==> config.mk <==
export PLATFORM = sky130hd
export DESIGN_NAME = oam_dma_arbiter
export DESIGN_NICKNAME = d
export VERILOG_FILES = /design/src/rtl/oam_dma_arbiter.sv
export SDC_FILE = /design/constraint.sdc
export NUM_CORES = 1
export LEC_CHECK = 0
export ABC_AREA = 1
export CELL_PAD_IN_SITES_DETAIL_PLACEMENT = 0
export CELL_PAD_IN_SITES_GLOBAL_PLACEMENT = 1
export CORE_ASPECT_RATIO = 1.25
export CORE_MARGIN = 3
export CORE_UTILIZATION = 31
export DETAILED_ROUTE_END_ITERATION = 12
export PLACE_DENSITY = 0.89
export SLEW_MARGIN = 20
export SYNTH_ARGS = -nofsm -noshare
export SYNTH_HDL_FRONTEND = slang
export SYNTH_SLANG_ARGS = --single-unit
export TNS_END_PERCENT = 30
==> constraint.sdc <==
create_clock -name clock -period 2.33 [get_ports clock]
set_input_delay 0.233 -clock clock [delete_from_list [all_inputs] [get_ports clock]]
set_output_delay 0.233 -clock clock [all_outputs]
set_load 0.05 [all_outputs]
==> src/rtl/oam_dma_arbiter.sv <==
// ---------------------------------------------------------------------------
// oam_dma_arbiter
//
// Owns the CPU system bus and shares it between the 6502 core and the sprite
// DMA engine. While idle the CPU bus is passed straight through to the memory
// map. A CPU write to the DMA trigger register latches a source page and then
// halts the CPU by gating its chip-enable. The engine copies 256 bytes from
// {page,00..FF} to the PPU OAM data port and then hands the bus back.
//
// Ports:
//   clock    - system clock
//   reset_n  - synchronous, active-low reset
//   ce_in    - global CPU tick enable; the engine only advances on ticks
//   cpu_a    - CPU address
//   cpu_d    - CPU write data
//   cpu_r    - CPU read strobe
//   cpu_w    - CPU write strobe
//   cpu_ce   - chip-enable to the CPU core (held low while the DMA owns the bus)
//   bus_a    - address to the memory map
//   bus_d    - write data to the memory map
//   bus_r    - read strobe to the memory map
//   bus_w    - write strobe to the memory map
//   bus_i    - read data from the memory map
//   busy     - high whenever the engine is not idle
// ---------------------------------------------------------------------------
module oam_dma_arbiter #(
   parameter logic [15:0] DMA_REG = 16'h4014,
   parameter logic [15:0] OAM_REG = 16'h2004
) (
   input  logic        clock,
   input  logic        reset_n,
   input  logic        ce_in,
   input  logic [15:0] cpu_a,
   input  logic [7:0]  cpu_d,
   input  logic        cpu_r,
   input  logic        cpu_w,
   output logic        cpu_ce,
   output logic [15:0] bus_a,
   output logic [7:0]  bus_d,
   output logic        bus_r,
   output logic        bus_w,
   input  logic [7:0]  bus_i,
   output logic        busy
);

   typedef enum logic [2:0] {
      IDLE  = 3'd0,
      HALT  = 3'd1,
      ALIGN = 3'd2,
      READ  = 3'd3,
      WRITE = 3'd4
   } state_t;

   state_t      state_q,  state_d;
   logic [7:0]  page_q,   page_d;
   logic [7:0]  idx_q,    idx_d;
   logic [7:0]  latch_q,  latch_d;
   logic        parity_q, parity_d;

   // Next-state values are computed as if the coming edge were a tick; the
   // register process only commits them when ce_in is high, so every piece
   // of state simply holds on non-tick edges.
   always_ff @(posedge clock) begin
      if (!reset_n) begin
         state_q  <= IDLE;
         page_q   <= 8'h00;
         idx_q    <= 8'h00;
         latch_q  <= 8'h00;
         parity_q <= 1'b0;
      end else if (ce_in) begin
         state_q  <= state_d;
         page_q   <= page_d;
         idx_q    <= idx_d;
         latch_q  <= latch_d;
         parity_q <= parity_d;
      end
   end

   // Next-state logic and output muxing.
   // parity is a free-running tick phase: it decides whether the halt needs
   // one extra alignment tick so that reads always land on the same phase.
   // Outside IDLE the CPU is frozen, so none of its strobes reach the bus and
   // the default bus view is an inactive access parked on the OAM port.
   always_comb begin
      state_d  = state_q;
      page_d   = page_q;
      idx_d    = idx_q;
      latch_d  = latch_q;
      parity_d = ~parity_q;

      cpu_ce   = 1'b0;
      busy     = 1'b1;
      bus_a    = OAM_REG;
      bus_d    = latch_q;
      bus_r    = 1'b0;
      bus_w    = 1'b0;

      case (state_q)
         IDLE: begin
            cpu_ce = ce_in;
            busy   = 1'b0;
            bus_a  = cpu_a;
            bus_d  = cpu_d;
            bus_r  = cpu_r;
            bus_w  = cpu_w;
            // The trigger write itself still reaches the bus above.
            if (cpu_w && (cpu_a == DMA_REG)) begin
               page_d  = cpu_d;
               idx_d   = 8'h00;
               state_d = HALT;
            end
         end

         HALT: begin
            state_d = parity_q ? ALIGN : READ;
         end

         ALIGN: begin
            state_d = READ;
         end

         READ: begin
            // idx is only 8 bits, so the source never carries into the page.
            bus_a   = {page_q, idx_q};
            bus_r   = 1'b1;
            latch_d = bus_i;
            state_d = WRITE;
         end

         WRITE: begin
            bus_w = 1'b1;
            if (idx_q == 8'hFF) begin
               state_d = IDLE;
            end else begin
               idx_d   = idx_q + 8'd1;
               state_d = READ;
            end
         end

         default: begin
            state_d = IDLE;
         end
      endcase
   end

endmodule

* After elaboration in Yosys (flattened, before gate mapping)
Index checks and enable logic that the tools add are counted.
Operators by class: add/subtract/negate cells 1, equality and inequality tests 8, multiplexer cells 13, bitwise gates (word level) 1, reductions and logical operators 7
Operator list (number):
- case mux 16 bit (2 select lines) | 1
- two-way mux 8 bit | 3
- equality test 16 x 15 -> 1 bit (second input constant) | 1
- case mux 8 bit (2 select lines) | 1
- case mux 3 bit (5 select lines) | 1
- adder 8 x 1 -> 8 bit (second input constant) | 1
- equality test 8 bit (second input constant) | 1
- equality test 3 x 2 -> 1 bit (second input constant) | 2
- inequality test 2 bit (second input constant) | 2
- case mux 1 bit (2 select lines) | 2
- AND reduction 2 bit | 2
- AND reduction 4 bit | 1
- equality test 3 x 1 -> 1 bit (second input constant) | 1
- equality test 3 bit (second input constant) | 1
- zero test 3 bit | 1
- two-way mux 1 bit | 3
- two-way mux 3 bit | 1
- AND reduction 3 bit | 1
- two-way mux 2 bit | 1
- nonzero test 2 bit | 1
- logical AND 1 bit | 1
- NOT 1 bit | 1
Storage, ports and cells: register bits after elaboration 28, bits of input ports 37, output and inout port bits 28

* Logic depth before layout (Yosys ltp)
Gate-level depths: netlist of the first run.
word-level depth 4, gate-level depth with buffers 11, mapped depth without buffers 10

* Worst setup path after synthesis of the first run
Ideal clock, no wire load.
path type reg2out, start point reg state_q[2], end point out bus_d[0], arrival time 2.002 ns, path slack 0.095 ns, cell stages (with the launch flop) 6, buffers on the path 1, cell sequence dfxtp_1 > inv_2 > nand2_4 > inv_2 > clkbuf_1 > o21ai_0
On the way: longest elaborated chain between the ends 2
RTL lines:
- from (decl) | line 54 | state_t state_q, state_d;
- from (signal assigned) | line 71 | state_q <= state_d;
- zero test 3 bit | line 98 | case (state_q)
- two-way mux 8 bit | line 98
- to (decl) | line 39 | output logic [7:0] bus_d,
No other way between the ends.

* Worst setup path in the final report of the first run
start point reg state_q[1], end point out bus_a[9]
On the way: longest elaborated chain between the ends 2, elaborated cells on any way between the ends 3, those cells by class eq/ne (1); mux (1); reduce/logical (1)
RTL lines:
- equality test 3 x 2 -> 1 bit or zero test 3 bit (tied branches) | line 98
- case mux 16 bit (2 select lines) (*) | line 98
- to (decl) | line 38 | output logic [15:0] bus_a,
Every way passes the cells marked *; elsewhere a longest branch is shown, timed or not.

==> results of run 1 <==
[synthesized netlist by cell type (2+ instances only)]
cell type	count
a21oi_1	23
buf_2	3
buf_4	2
buf_6	2
clkbuf_1	3
dfxtp_1	28
inv_1	38
inv_2	4
nand2_1	66
nand2_2	2
nand3_1	9
nand4_1	8
nor2_1	21
nor2_2	2
nor2_4	2
o211ai_1	2
o21ai_0	36
o21ai_2	2
o22ai_1	4
[routing by layer]
layer	GRT usage	up-vias	share of wire	routed length, um
li1	-	968	-	-
met1	0.165	792	0.41	1970
met2	0.283	44	0.50	2410
met3	0.0528	2	0.077	370
met4	0.0325	0	0.0050	24
met5	0	-	0	0
[per-stage QoR]
stage	hold slack, ns	cell area [sq um]	setup slack (ns)	utilization	instances
after floorplan	0.371	1670	0.0952	-	263
after global placement	0.431	2350	0.528	0.455	381
after detailed placement	0.438	2350	0.554	0.455	381
after CTS	0.454	2420	0.227	0.469	385
after global routing	0.466	2420	0.131	0.469	385
final	0.451	2420	0.259	0.469	385
[flip-flops by register name (all words and copies together) (netlist names)]
signal,count
state_q,3
page_q,8
idx_q,8
parity_q,1
latch_q,8
[worst reg2reg max path, delay by kind of cell, from the launching register on]
kind,cells,cell delay [ns]
buffers and inverters,1,0.38
flip-flops,1,0.37
AND/OR/NAND/NOR,7,0.92
[cells by family (layout without fill, tap and decap cells)]
kind of cell               count (synthesis)  after routing  share of synthesized area
buffers and inverters                     52            112                      0.133
xor gates and xnor gates                   1              1                    0.00525
adders and majority gates                  1              1                    0.00750
and+or+nand+nor                          114            114                      0.307
AOI/OAI and AO/OA                         67             67                      0.211
DFF                                       28             28                      0.336
[power breakdown]
| group | switching, mW | internal, mW | total [mW] |
|---|---|---|---|
| Sequential | 0.00125 | 0.480 | 0.481 |
| Clock | 0.169 | 0.230 | 0.399 |
| Combinational | 0.146 | 0.116 | 0.263 |
| Total | 0.317 | 0.827 | 1.14 |
[how the worst max path moves through the flow]
stage / to / depth (start not counted)
3_5_place_dp: bus_a[9] / 6
2_1_floorplan: bus_d[0] / 5
3_3_place_gp: page_q[2]$_SDFFE_PN0P_ / 7
5_1_grt: bus_a[9] / 6
6_report: bus_a[9] / 6
4_1_cts: bus_a[9] / 6
[final cells by class]
type | count | share of cell area
sequential | 28 | 0.232
inverter | 42 | 0.0652
tap | 62 | 0.0321
multi-input combinational | 183 | 0.367
timing repair buffer | 66 | 0.274
clock inverter | 1 | 0.0124
clock buffer | 3 | 0.0171
==> impl_metrics.toml, run 1 <==
[floorplanning]
die_x_um = 71.6
fp-row-count = 29
fp.dieH_um = 88.0
core_sq_um = 5150
die_area_sq_um = 6310
pin_count = 65
initial_core_util = 0.324

[global_route]
track_usage = 0.152
antenna_found_initial = 0
grt_max_degree = 31
grt_pass1_wl_um = 7650
grt_pass1_vias = 1676
grt_remaining_overflow = 0

[synthesis]
yosysUniqueCellTypes = 25
yosysTopAreaCell = "dfxtp_1"
syn_area_sq_um = 1670
synth_seq_cells = 28
syn_inst = 263
synth_top_area_frac = 0.336
synth-main-ff-cell = "dfxtp_1"
synth_edf_count = 0
yosysWarnings = 0
synth_nets = 301
yosysSeqAreaShare = 0.336
async_flop_share = 0
ys_top_cells_by_area = "dfxtp_1 (34%), nand2_1 (15%), o21ai_0 (11%)"
syn_avg_cell_area_sq_um = 6.35

[placement]
gp_congestion = 0.810
dp_hpwl_um = 3820
port_buffers = 64

[clocking]
clk_pin_slew_ns = 0.11
clockBufferDepth = 2
root_buffer = "clkbuf_8"
numCtsBuffers = 3
h-tree-depth = 1
worstSkewPairLatency_ns = 0.28
ctsResizeCount = 0
cts_sinks = 28
cts_tree = "built"
cts_hold_buf = 0
cts_setup_buffers = 0

[final_layout]
layout-drive-gt1-share = 0.149
n_fill_cell = 545
antenna_cells = 0
ff_latch_area_sq_um = 561
layout_common_cells = "nand2_1 (66), inv_1 (38), clkdlybuf4s50_1 (37), o21ai_0 (36), dfxtp_1 (28)"
mostFrequentLayoutCell = "nand2_1"
fin_nets = 362
multi_input_area_sq_um = 887
syn_to_final_growth_pct = 44.8

[outcome]
status = "complete, no violations"

[critical_path]
path_buf_inv = 2
path_max_fanout = 30
critical_path.startpoint = "state_q[1]$_SDFFE_PN0P_"
rr_endpoint = "idx_q[1]$_SDFFE_PN0P_"
r2r_cells = 8
regToRegStartpoint = "state_q[1]$_SDFFE_PN0P_"
crit_arrival_ns = 1.84
ff2ff_setup_slack_ns = 0.58
worstSetupPathType = "flip-flop to output port"
path_cells = "nor2_4 -> nand2_4 -> inv_2 -> nand2_1 -> o21ai_0 -> buf_12"
worst_path_max_delay_cell = "inv_2"
end_kind = "output port"
start_kind = "flip-flop"
cpPeakStageDelay_ns = 0.38
cp.required_ns = 2.10
crit_family = "buffers and inverters"

[power_and_ir_drop]
irDropWorstVdd_v = 0.000291
power_density_nw_per_um2 = 473
total_power_mw = 1.14
p_leak_nw = 1.02

[detailed_routing]
first_pass_iters = 4
avgViaCountPerCell = 4.69
first_iter_violations = 51
dr_total_vias = 1806
wl_per_cell_um = 12.4
drc_errors = 0
totalWireLength_um = 4780
drtAntennaViolNets = 0

[timing]
hold_violations = 0
drv_slew = 0
setup_viol = 0
setup_tns_ns = 0
rsz0062_at_grt = "no"
slew_headroom = 0.661
period_share = 0.889
skew_ns = 0.00349
fmax_mhz = 483
worst-slew-pin-transition_ns = 0.507
period_minus_slack_ns = 2.07

[flow_run]
max_cap_violations = 0

[hold_path]
holdCritStartpoint = "page_q[7]$_SDFFE_PN0P_"
hold_path_class = "flip-flop to flip-flop"
min_path_cells = 2
holdPathEnd = "page_q[7]$_SDFFE_PN0P_"
Power figures use the tool's default switching activity.
==> inputs of run 2 (changes only) <==
--- a/config.mk
+++ b/config.mk
@@ -10,10 +10,11 @@
 export CELL_PAD_IN_SITES_GLOBAL_PLACEMENT = 1
 export CORE_ASPECT_RATIO = 1.25
 export CORE_MARGIN = 3
-export CORE_UTILIZATION = 31
+export CORE_UTILIZATION = 32
+export CTS_BUF_LIST = sky130_fd_sc_hd__clkbuf_2
 export DETAILED_ROUTE_END_ITERATION = 12
-export PLACE_DENSITY = 0.89
-export SLEW_MARGIN = 20
+export PLACE_DENSITY = 0.91
+export SKIP_CTS_REPAIR_TIMING = 1
 export SYNTH_ARGS = -nofsm -noshare
 export SYNTH_HDL_FRONTEND = slang
 export SYNTH_SLANG_ARGS = --single-unit
==> run 2 against run 1 <==
Combinational power is 2% lower. Worst setup slack worse by 0.12 ns. Sequential power hardly changed. Clock skew is 0.0071 ns higher. First-iteration DRC count is 130% higher. Total power is 7.9% lower. Critical path depth stayed put. Final area is 0.83% lower.
==> impl_metrics.toml, run 2 (same netlist as run 1, synthesis figures left out) <==
[outcome]
status = "complete, no violations"

[final_layout]
syn_to_final_growth_pct = 43.6
antenna_cells = 0
layout_common_cells = "nand2_1 (66), inv_1 (37), clkdlybuf4s50_1 (37), o21ai_0 (35), dfxtp_1 (28)"
layout-drive-gt1-share = 0.157
top_regs = "idx_q x8, latch_q x8, page_q x8"
n_fill_cell = 498
fin_nets = 364
final_area_sq_um = 2400
mostFrequentLayoutCell = "nand2_1"

[clocking]
numCtsBuffers = 3
clockBufferDepth = 2
cts_tree = "built"
clk_pin_slew_ns = 0.30
root_buffer = "clkbuf_2"
h-tree-depth = 1
cts_sinks = 28
worstSkewPairLatency_ns = 0.39

[timing]
period_share = 0.940
period_minus_slack_ns = 2.19
setup_tns_ns = 0
worst-slew-pin-transition_ns = 0.505
drv_slew = 0
hold_violations = 0
fmax_mhz = 456
hold_slack_ns = 0.421
slew_headroom = 0.662
skew_ns = 0.0105
setup_viol = 0

[detailed_routing]
totalWireLength_um = 4830
avgViaCountPerCell = 4.77
first_iter_violations = 116
dr_total_vias = 1838
wl_per_cell_um = 12.6
first_pass_iters = 4
drtAntennaViolNets = 0
drc_errors = 0

[critical_path]
start_kind = "flip-flop"
end_kind = "output port"
path_max_fanout = 18
crit_arrival_ns = 1.96
cp.required_ns = 2.10
worstSetupPathType = "flip-flop to output port"
r2r_cells = 6

[global_route]
antenna_found_initial = 0
grt_max_degree = 31
grt_pass1_wl_um = 8290
grt_pass1_vias = 1853
track_usage = 0.165
grt_remaining_overflow = 0

[placement]
placed_cell_area_sq_um = 2330
dp_hpwl_um = 3790
gp_congestion = 0.811
port_buffers = 64

[floorplanning]
die_x_um = 70.6
fp.dieH_um = 86.7
pin_count = 65
fp-row-count = 28
core_sq_um = 4870
die_area_sq_um = 6120
initial_core_util = 0.343

[power_and_ir_drop]
irDropWorstVdd_v = 0.000253
p_leak_nw = 1.02
power_density_nw_per_um2 = 439

[hold_path]
hold_path_class = "input pin to flip-flop"
min_path_cells = 3

[flow_run]
max_cap_violations = 0
run 2: power by group:
group	leakage (nW)	switching [mW]	internal, mW
logic	0.767	0.146	0.113
registers	0.226	0.00110	0.483
clock network	0.0266	0.162	0.147
total	1.02	0.309	0.744
run 2: metal layers:
layer / up-vias / share of wire / global-route usage
li1: 970 / - / -
met1: 820 / 0.42 / 0.183
met3: 2 / 0.060 / 0.0406
met4: 0 / 0.0050 / 0.0359
met5: - / 0 / 0
met2: 46 / 0.51 / 0.317
run 2: cell type report:
| class | instances | area [sq um] | share of cell area |
|---|---|---|---|
| Clock buffer | 3 | 15.0 | 0.00626 |
| Multi-Input combinational cell | 183 | 887 | 0.370 |
| Sequential cell | 28 | 561 | 0.234 |
| Inverter | 42 | 164 | 0.0684 |
| Tap cell | 60 | 75.1 | 0.0313 |
| Clock inverter | 1 | 30.0 | 0.0125 |
| Timing Repair Buffer | 68 | 666 | 0.278 |
run 2: worst paths after layout:
kind	from	slack (ns)	to
worst min register to register	page_q[3]$_SDFFE_PN0P_	0.46	page_q[3]$_SDFFE_PN0P_
worst min-delay path	bus_i[4]	0.42	latch_q[4]$_SDFFE_PN0P_
worst max-delay path	state_q[0]$_SDFFE_PN0P_	0.14	bus_a[2]
worst max register to register	state_q[1]$_SDFFE_PN0P_	0.73	page_q[1]$_SDFFE_PN0P_
run 2: critical path, cell delays in order, from the launching register on:
cell and delay, ns:
dfxtp_1 0.49, nand2_1 0.13, nor2_2 0.17, clkinvlp_4 0.13, buf_12 0.16, o211ai_1 0.31
buf_12 0.19
run 2: metrics by stage:
stage | total power, mW | std cells | util | setup WS, ns
after floorplan | 0.624 | 263 | - | 0.0952
after global placement | 0.752 | 380 | 0.478 | 0.503
after detailed placement | 0.752 | 380 | 0.478 | 0.488
after CTS | 1.06 | 384 | 0.487 | 0.0739
after global routing | 1.09 | 385 | 0.492 | -0.00991
final | 1.05 | 385 | 0.492 | 0.139
